--- src/rtl/pc_fetch_unit_if.sv ---
// -----------------------------------------------------------------------------
// pc_fetch_unit_if
// Instruction-memory port used by the fetch stage. It carries a valid/ready
// request channel and a valid-only response channel. Only one request is
// outstanding at a time, and exactly one response returns per accepted request.
//
//   req_valid  fetch request valid           (master -> slave)
//   req_addr   fetch address (32 bit)        (master -> slave)
//   req_ready  memory accepts the request    (slave  -> master)
//   rsp_valid  instruction returned          (slave  -> master)
//   rsp_data   returned instruction (32 bit) (slave  -> master)
// -----------------------------------------------------------------------------
interface pc_fetch_unit_if;
  logic        req_valid;
  logic [31:0] req_addr;
  logic        req_ready;
  logic        rsp_valid;
  logic [31:0] rsp_data;

  // The fetch unit issues requests and consumes responses.
  modport master (
    output req_valid, req_addr,
    input  req_ready, rsp_valid, rsp_data
  );

  // Instruction memory side.
  modport slave (
    input  req_valid, req_addr,
    output req_ready, rsp_valid, rsp_data
  );
endinterface

--- src/rtl/pc_fetch_unit.sv ---
// -----------------------------------------------------------------------------
// pc_fetch_unit
// Fetch stage. This module owns the architectural fetch PC (PCF) and issues
// fetch requests to instruction memory, with one request outstanding at a time.
// It loads the IF/ID pipeline register and uses a one-entry skid buffer so that
// a response arriving during a decode stall is not lost. Every redirect from
// execute (branch/JAL/JALR) discards wrong-path fetches.
//
// Ports:
//   clk, rst      rising-edge clock; asynchronous active-high reset
//   PCSrcE        next-PC select: 01 = PCTargetE, 10 = ALUResultE (JALR),
//                 00/11 = sequential
//   PCTargetE     branch/JAL target
//   ALUResultE    JALR target; bit 0 is forced to zero
//   StallD        decode cannot accept a new instruction
//   imem          instruction memory port (master side)
//   InstrD, PCD, PCPlus4D, ValidD   IF/ID register outputs
// -----------------------------------------------------------------------------
module pc_fetch_unit #(
  parameter logic [31:0] RESET_PC  = 32'h0000_0000,
  parameter logic [31:0] NOP_INSTR = 32'h0000_0013
) (
  input  logic            clk,
  input  logic            rst,
  input  logic [1:0]      PCSrcE,
  input  logic [31:0]     PCTargetE,
  input  logic [31:0]     ALUResultE,
  input  logic            StallD,
  pc_fetch_unit_if.master imem,
  output logic [31:0]     InstrD,
  output logic [31:0]     PCD,
  output logic [31:0]     PCPlus4D,
  output logic            ValidD
);

  // FETCH: request on the bus. WAIT: request accepted, awaiting response.
  // HOLD: response parked in skid buffer during a decode stall.
  // DROP: a wrong-path response is still in flight and must be swallowed.
  typedef enum logic [1:0] {ST_FETCH, ST_WAIT, ST_HOLD, ST_DROP} state_t;

  state_t      state, state_n;
  logic [31:0] pcf, pcf_n;
  logic [31:0] instr_n, pcd_n, pcplus4_n;
  logic        valid_n;
  logic [31:0] skid_instr, skid_instr_n;
  logic [31:0] skid_pc, skid_pc_n;
  logic        skid_valid, skid_valid_n;

  logic        handshake;
  logic        redirect;
  logic        load;
  logic [31:0] target;
  logic [31:0] pcf_plus4;

  // The request outputs come only from registered state. This keeps any
  // execute-stage timing path away from the memory interface.
  assign imem.req_valid = (state == ST_FETCH);
  assign imem.req_addr  = pcf;

  assign handshake = (state == ST_FETCH) && imem.req_ready;
  assign redirect  = (PCSrcE == 2'b01) || (PCSrcE == 2'b10);
  assign target    = (PCSrcE == 2'b10) ? (ALUResultE & 32'hFFFF_FFFE) : PCTargetE;
  assign pcf_plus4 = pcf + 32'd4;

  // Next-state and IF/ID update logic. The normal flow is evaluated first.
  // A redirect then overrides it, because a redirect takes priority over both
  // the stall and any response arriving in the same cycle.
  always_comb begin
    state_n      = state;
    pcf_n        = pcf;
    instr_n      = InstrD;
    pcd_n        = PCD;
    pcplus4_n    = PCPlus4D;
    skid_instr_n = skid_instr;
    skid_pc_n    = skid_pc;
    skid_valid_n = skid_valid;
    load         = 1'b0;

    case (state)
      ST_FETCH: begin
        if (handshake) state_n = ST_WAIT;
      end
      ST_WAIT: begin
        if (imem.rsp_valid) begin
          pcf_n = pcf_plus4;
          if (!ValidD || !StallD) begin
            load      = 1'b1;
            instr_n   = imem.rsp_data;
            pcd_n     = pcf;
            pcplus4_n = pcf_plus4;
            state_n   = ST_FETCH;
          end else begin
            skid_instr_n = imem.rsp_data;
            skid_pc_n    = pcf;
            skid_valid_n = 1'b1;
            state_n      = ST_HOLD;
          end
        end
      end
      ST_HOLD: begin
        if (!StallD) begin
          if (skid_valid) begin
            load      = 1'b1;
            instr_n   = skid_instr;
            pcd_n     = skid_pc;
            pcplus4_n = skid_pc + 32'd4;
          end
          skid_valid_n = 1'b0;
          state_n      = ST_FETCH;
        end
      end
      ST_DROP: begin
        if (imem.rsp_valid) state_n = ST_FETCH;
      end
    endcase

    // Decode consumes the entry on any unstalled cycle that loads nothing new.
    valid_n = load ? 1'b1 : (StallD ? ValidD : 1'b0);

    if (redirect) begin
      pcf_n        = target;
      valid_n      = 1'b0;
      instr_n      = NOP_INSTR;
      skid_valid_n = 1'b0;
      // If a request for the old PC was accepted and its response has not
      // arrived yet, that response must be swallowed in DROP.
      case (state)
        ST_FETCH: state_n = handshake ? ST_DROP : ST_FETCH;
        ST_WAIT:  state_n = imem.rsp_valid ? ST_FETCH : ST_DROP;
        ST_HOLD:  state_n = ST_FETCH;
        ST_DROP:  state_n = imem.rsp_valid ? ST_FETCH : ST_DROP;
      endcase
    end
  end

  // State, PC, IF/ID and skid registers. The reset is asynchronous, so a
  // mid-transaction reset takes effect at once.
  always_ff @(posedge clk or posedge rst) begin
    if (rst) begin
      state      <= ST_FETCH;
      pcf        <= RESET_PC;
      InstrD     <= NOP_INSTR;
      PCD        <= 32'd0;
      PCPlus4D   <= 32'd0;
      ValidD     <= 1'b0;
      skid_instr <= 32'd0;
      skid_pc    <= 32'd0;
      skid_valid <= 1'b0;
    end else begin
      state      <= state_n;
      pcf        <= pcf_n;
      InstrD     <= instr_n;
      PCD        <= pcd_n;
      PCPlus4D   <= pcplus4_n;
      ValidD     <= valid_n;
      skid_instr <= skid_instr_n;
      skid_pc    <= skid_pc_n;
      skid_valid <= skid_valid_n;
    end
  end

endmodule
--- src/flat_wrapper.sv ---
// flat-port wrapper written by rule: the top's interface ports become plain ports
module pc_fetch_unit_flat 
#(
  parameter logic [31:0] RESET_PC  = 32'h0000_0000,
  parameter logic [31:0] NOP_INSTR = 32'h0000_0013
)
  (clk, rst, PCSrcE, PCTargetE, ALUResultE, StallD, InstrD, PCD, PCPlus4D, ValidD, imem_req_valid, imem_req_addr, imem_req_ready, imem_rsp_valid, imem_rsp_data);
  pc_fetch_unit_if imem_i ();
  input  logic clk;
  input  logic rst;
  input  logic [1:0] PCSrcE;
  input  logic [31:0] PCTargetE;
  input  logic [31:0] ALUResultE;
  input  logic StallD;
  output logic [31:0] InstrD;
  output logic [31:0] PCD;
  output logic [31:0] PCPlus4D;
  output logic ValidD;
  output wire logic [$bits(imem_i.req_valid)-1:0] imem_req_valid;
  output wire logic [$bits(imem_i.req_addr)-1:0] imem_req_addr;
  input wire logic [$bits(imem_i.req_ready)-1:0] imem_req_ready;
  input wire logic [$bits(imem_i.rsp_valid)-1:0] imem_rsp_valid;
  input wire logic [$bits(imem_i.rsp_data)-1:0] imem_rsp_data;
  assign imem_req_valid = imem_i.req_valid;
  assign imem_req_addr = imem_i.req_addr;
  assign imem_i.req_ready = imem_req_ready;
  assign imem_i.rsp_valid = imem_rsp_valid;
  assign imem_i.rsp_data = imem_rsp_data;
  pc_fetch_unit #(.RESET_PC(RESET_PC), .NOP_INSTR(NOP_INSTR)) u_core (.clk(clk), .rst(rst), .PCSrcE(PCSrcE), .PCTargetE(PCTargetE), .ALUResultE(ALUResultE), .StallD(StallD), .imem(imem_i), .InstrD(InstrD), .PCD(PCD), .PCPlus4D(PCPlus4D), .ValidD(ValidD));
endmodule
--- config.mk ---
export PLATFORM = sky130hd
export DESIGN_NAME = pc_fetch_unit_flat
export DESIGN_NICKNAME = d
export VERILOG_FILES = /design/src/rtl/pc_fetch_unit_if.sv /design/src/rtl/pc_fetch_unit.sv /design/src/flat_wrapper.sv
export SDC_FILE = /design/constraint.sdc
export NUM_CORES = 1
export LEC_CHECK = 0
export BUFFER_PORTS_ARGS = -buffer_cell sky130_fd_sc_hd__buf_2
export CORE_MARGIN = 4
export CORE_UTILIZATION = 39
export DETAILED_ROUTE_END_ITERATION = 7
export GPL_ROUTABILITY_DRIVEN = 0
export SLEW_MARGIN = 15
export SYNTH_ARGS = -nofsm -noshare
export SYNTH_HDL_FRONTEND = slang
export SYNTH_SLANG_ARGS = --single-unit
--- constraint.sdc ---
create_clock -name clk -period 6.01 [get_ports clk]
set_input_delay 1.202 -clock clk [delete_from_list [all_inputs] [get_ports clk]]
set_output_delay 1.202 -clock clk [all_outputs]
set_load 0.02 [all_outputs]
==> metrics.yaml <==
worstSetupPathType: "flop to flop"
ios: 233
cts_hold_buf: 0
drive_above_1_share: 0.293
hold_viol: 0
multi_input_area_um2: 5210
drt.antenna.violating_nets: 0
worst_setup_path_end_kind: "flop"
grt.total_usage: 0.200
cts_setup_buffers: 0
wirelength_mm: 29.3
crit_arrival_ns: 4.06
cts_root_buf: "clkbuf_16"
slew_violations: 0
fmax_mhz: 271
wire_per_inst_um: 19.1
maxCapViolations: 0
grt_pass1_wl_mm: 46.3
fin_crit_sh: 0.613
cts.htree.levels: 4
synth_top_area_cell: "dfrtp_1"
synth_edf_count: 0
grt_pass1_vias: 7979
synthCells: 1024
status: "finished clean"
overflow: 0
yosys-top-cells-area: "dfrtp_1 46%, mux2i_1 7.8%, mux2_2 7.0%"
die_area_um2: 29400
cp-startpoint: "u_core.state[0]"
hp-class: "flop to flop"
finalPower_uw: 5790
grt_max_degree: 181
fin_nets: 1299
slew_headroom: 0.262
synth_ff_type: "dfrtp_1"
async_flop_share: 1.00
synth-seq-cells: 194
endpoint: "u_core.PCPlus4D[10]"
antenna_cells: 0
seq_area_frac_synth: 0.466
worstMarginPinSlew_ns: 1.11
fin_worst_skew_ns: 0.0199
synth_area_um2: 10400
required_ns: 6.39
critPathLaunchType: "flop"
power.density_nw_per_um2: 468
dr_total_vias: 8304
crit_slowest_cell: "a211oi_2"
synth_mux_area_frac: 0.148
die_h_um: 171
sequential_cell_area_um2: 4860
synth.top_cell.area_share: 0.459
vias_per_cell: 5.41
synth_xor_area_frac: 0.0555
regToRegSetupSlack_ns: 2.32
io_buffer_count: 231
cts-resized-gates: 0
clock-sinks: 194
antenna_found_initial: 3
rows: 59
max-clock-path-buffers: 2
core_region_area_um2: 26200
dieWidth_um: 171
setup-violations-final: 0
clkTransAtPathRegs_ns: 0.08
n_fill_cell: 2479
synth_cell_types: 56
numCtsBuffers: 17
crit_fanout: 57
initial_core_util: 0.398
synth_simple_gate_area_frac: 0.150
crit_chain: "inv_1, ha_4, buf_4, and2_1, a211oi_2, nand2_4, buf_4, a21oi_1, a22o_1"
reg2reg_from: "u_core.state[0]"
drt_iter0_markers: 642
rr_worst_depth: 9
synth_warnings: 0
fin_crit_ns: 3.69
dp_hpwl_mm: 20.3
critical_path.most_common_cell: "buf_4"
synth_top_family_by_area: "simple AND/OR/NAND/NOR gates"
fin_setup_tns_ns: 0
reg2reg_to: "u_core.PCPlus4D[10]"
syn_area_per_cell_um2: 10.2
drt_pass1_iterations: 5
synth_fp_nets: 1137
clock_latency_ns: 0.44
power_leakage_uw: 0.00584
synthAdderAreaFrac: 0.0120
synth_compound_area_frac: 0.128
holdCritStartpoint: "u_core.PCD[3]"
syn_to_final_growth_pct: 18.7
crit_path_max_incr_delay_ns: 0.72
tritoncts: "built"
post-route-drc-count: 0
rsz0062_at_grt: "no"
peakVddDrop_mv: 0.226
## cell usage after synthesis (all sizes together) (3+ instances only)
library cell and count:
and3 5, a22o 3, o211ai 4, dfrtp 191, nand2b 3, xor2 27
a211oi 25, or3 4, nand2 119, a221o 10, nand3 35, and2 5
o21ai 58, dfstp 3, clkbuf 73, mux2i 81, o21a 3, nor3 24
nor2b 25, a21oi 35, o31ai 8, nor2 28, nor4 19, inv 8
nand4 27, a31oi 4, o211a 29, or4 8, buf 21, o31a 3
and4 4, ha 10, mux2 65, xnor2 39
## sequential cells by signal, summed over array words and instances (netlist names)
| name | cells |
|---|---|
| u_core.PCD | 30 |
| u_core.InstrD | 32 |
| u_core.state | 2 |
| u_core.skid_valid | 1 |
| u_core.skid_instr | 32 |
| u_core.PCPlus4D | 32 |
| u_core.ValidD | 1 |
| u_core.skid_pc | 32 |
| u_core.imem.req_addr | 32 |
## routing by layer
layer	track usage	vias to the layer above	wire [um]
met5	0	-	41
met2	0.301	259	13200
met4	0.0530	6	368
met3	0.0487	28	2000
li1	-	4003	-
met1	0.289	4008	13700
## cell usage in the layout (no fill, tap or decap), types with 27 or more instances in the layout
| cell | count |
|---|---|
| buf_2 | 231 |
| dfrtp_1 | 191 |
| nand2_1 | 118 |
| mux2i_1 | 81 |
| mux2_2 | 65 |
| o21ai_0 | 58 |
| xnor2_1 | 39 |
| a21oi_1 | 35 |
| nand3_1 | 33 |
| o211a_1 | 29 |
| nor2_1 | 28 |
| xor2_1 | 27 |
## metrics by stage
stage	instance area [um2]	setup WS, ns	hold slack, ns	utilization	instances
after floorplan	10400	2.31	0.479	-	1024
after global placement	11700	2.21	0.458	0.448	1502
after detailed placement	11700	2.21	0.466	0.448	1502
after CTS	12400	2.30	0.485	0.472	1534
after global routing	12400	2.02	0.502	0.472	1534
final	12400	2.32	0.476	0.472	1534
## worst min path at each step
stage	to	slack (ns)	cells past startpoint
after floorplan	u_core.skid_instr[0]	0.48	1
after global placement	u_core.PCD[7]	0.46	2
after detailed placement	u_core.PCD[26]	0.47	2
after CTS	u_core.PCD[26]	0.48	2
after global routing	u_core.PCD[4]	0.50	2
final	u_core.PCD[3]	0.48	2
## worst max-delay path: cells and delay by family, from the launching register on
kind | cells | cell delay (ns)
compound gates | 3 | 1.05
buf+inv | 3 | 1.03
simple gates | 2 | 0.89
flops | 1 | 0.44
fa+ha+maj | 1 | 0.18
## power by group
group | leakage (uW) | internal [uW] | switching, uW
Sequential | 0.00249 | 1810 | 456
Clock | 0.000303 | 582 | 622
Combinational | 0.00304 | 897 | 1420
Total | 0.00584 | 3290 | 2500
## area by class of cell
cell class | count | share of cell area
inverters | 8 | 0.00273
well taps | 335 | 0.0339
clock inverters | 15 | 0.0170
repair buffers | 237 | 0.0981
flip-flops and latches | 194 | 0.393
clock buffers | 17 | 0.0344
multi-input cells | 728 | 0.421
## kinds of logic (layout without fill, tap and decap cells)
group / count (synthesis) / after routing
AO/OA/AOI/OAI: 193 / 193
XOR/XNOR: 66 / 66
adder cells (fa/ha/maj): 10 / 10
buffers and inverters: 102 / 277
flip-flops: 194 / 194
multiplexers: 146 / 146
AND/OR/NAND/NOR: 313 / 313
Note: power is estimated with default switching activity, not from simulation.
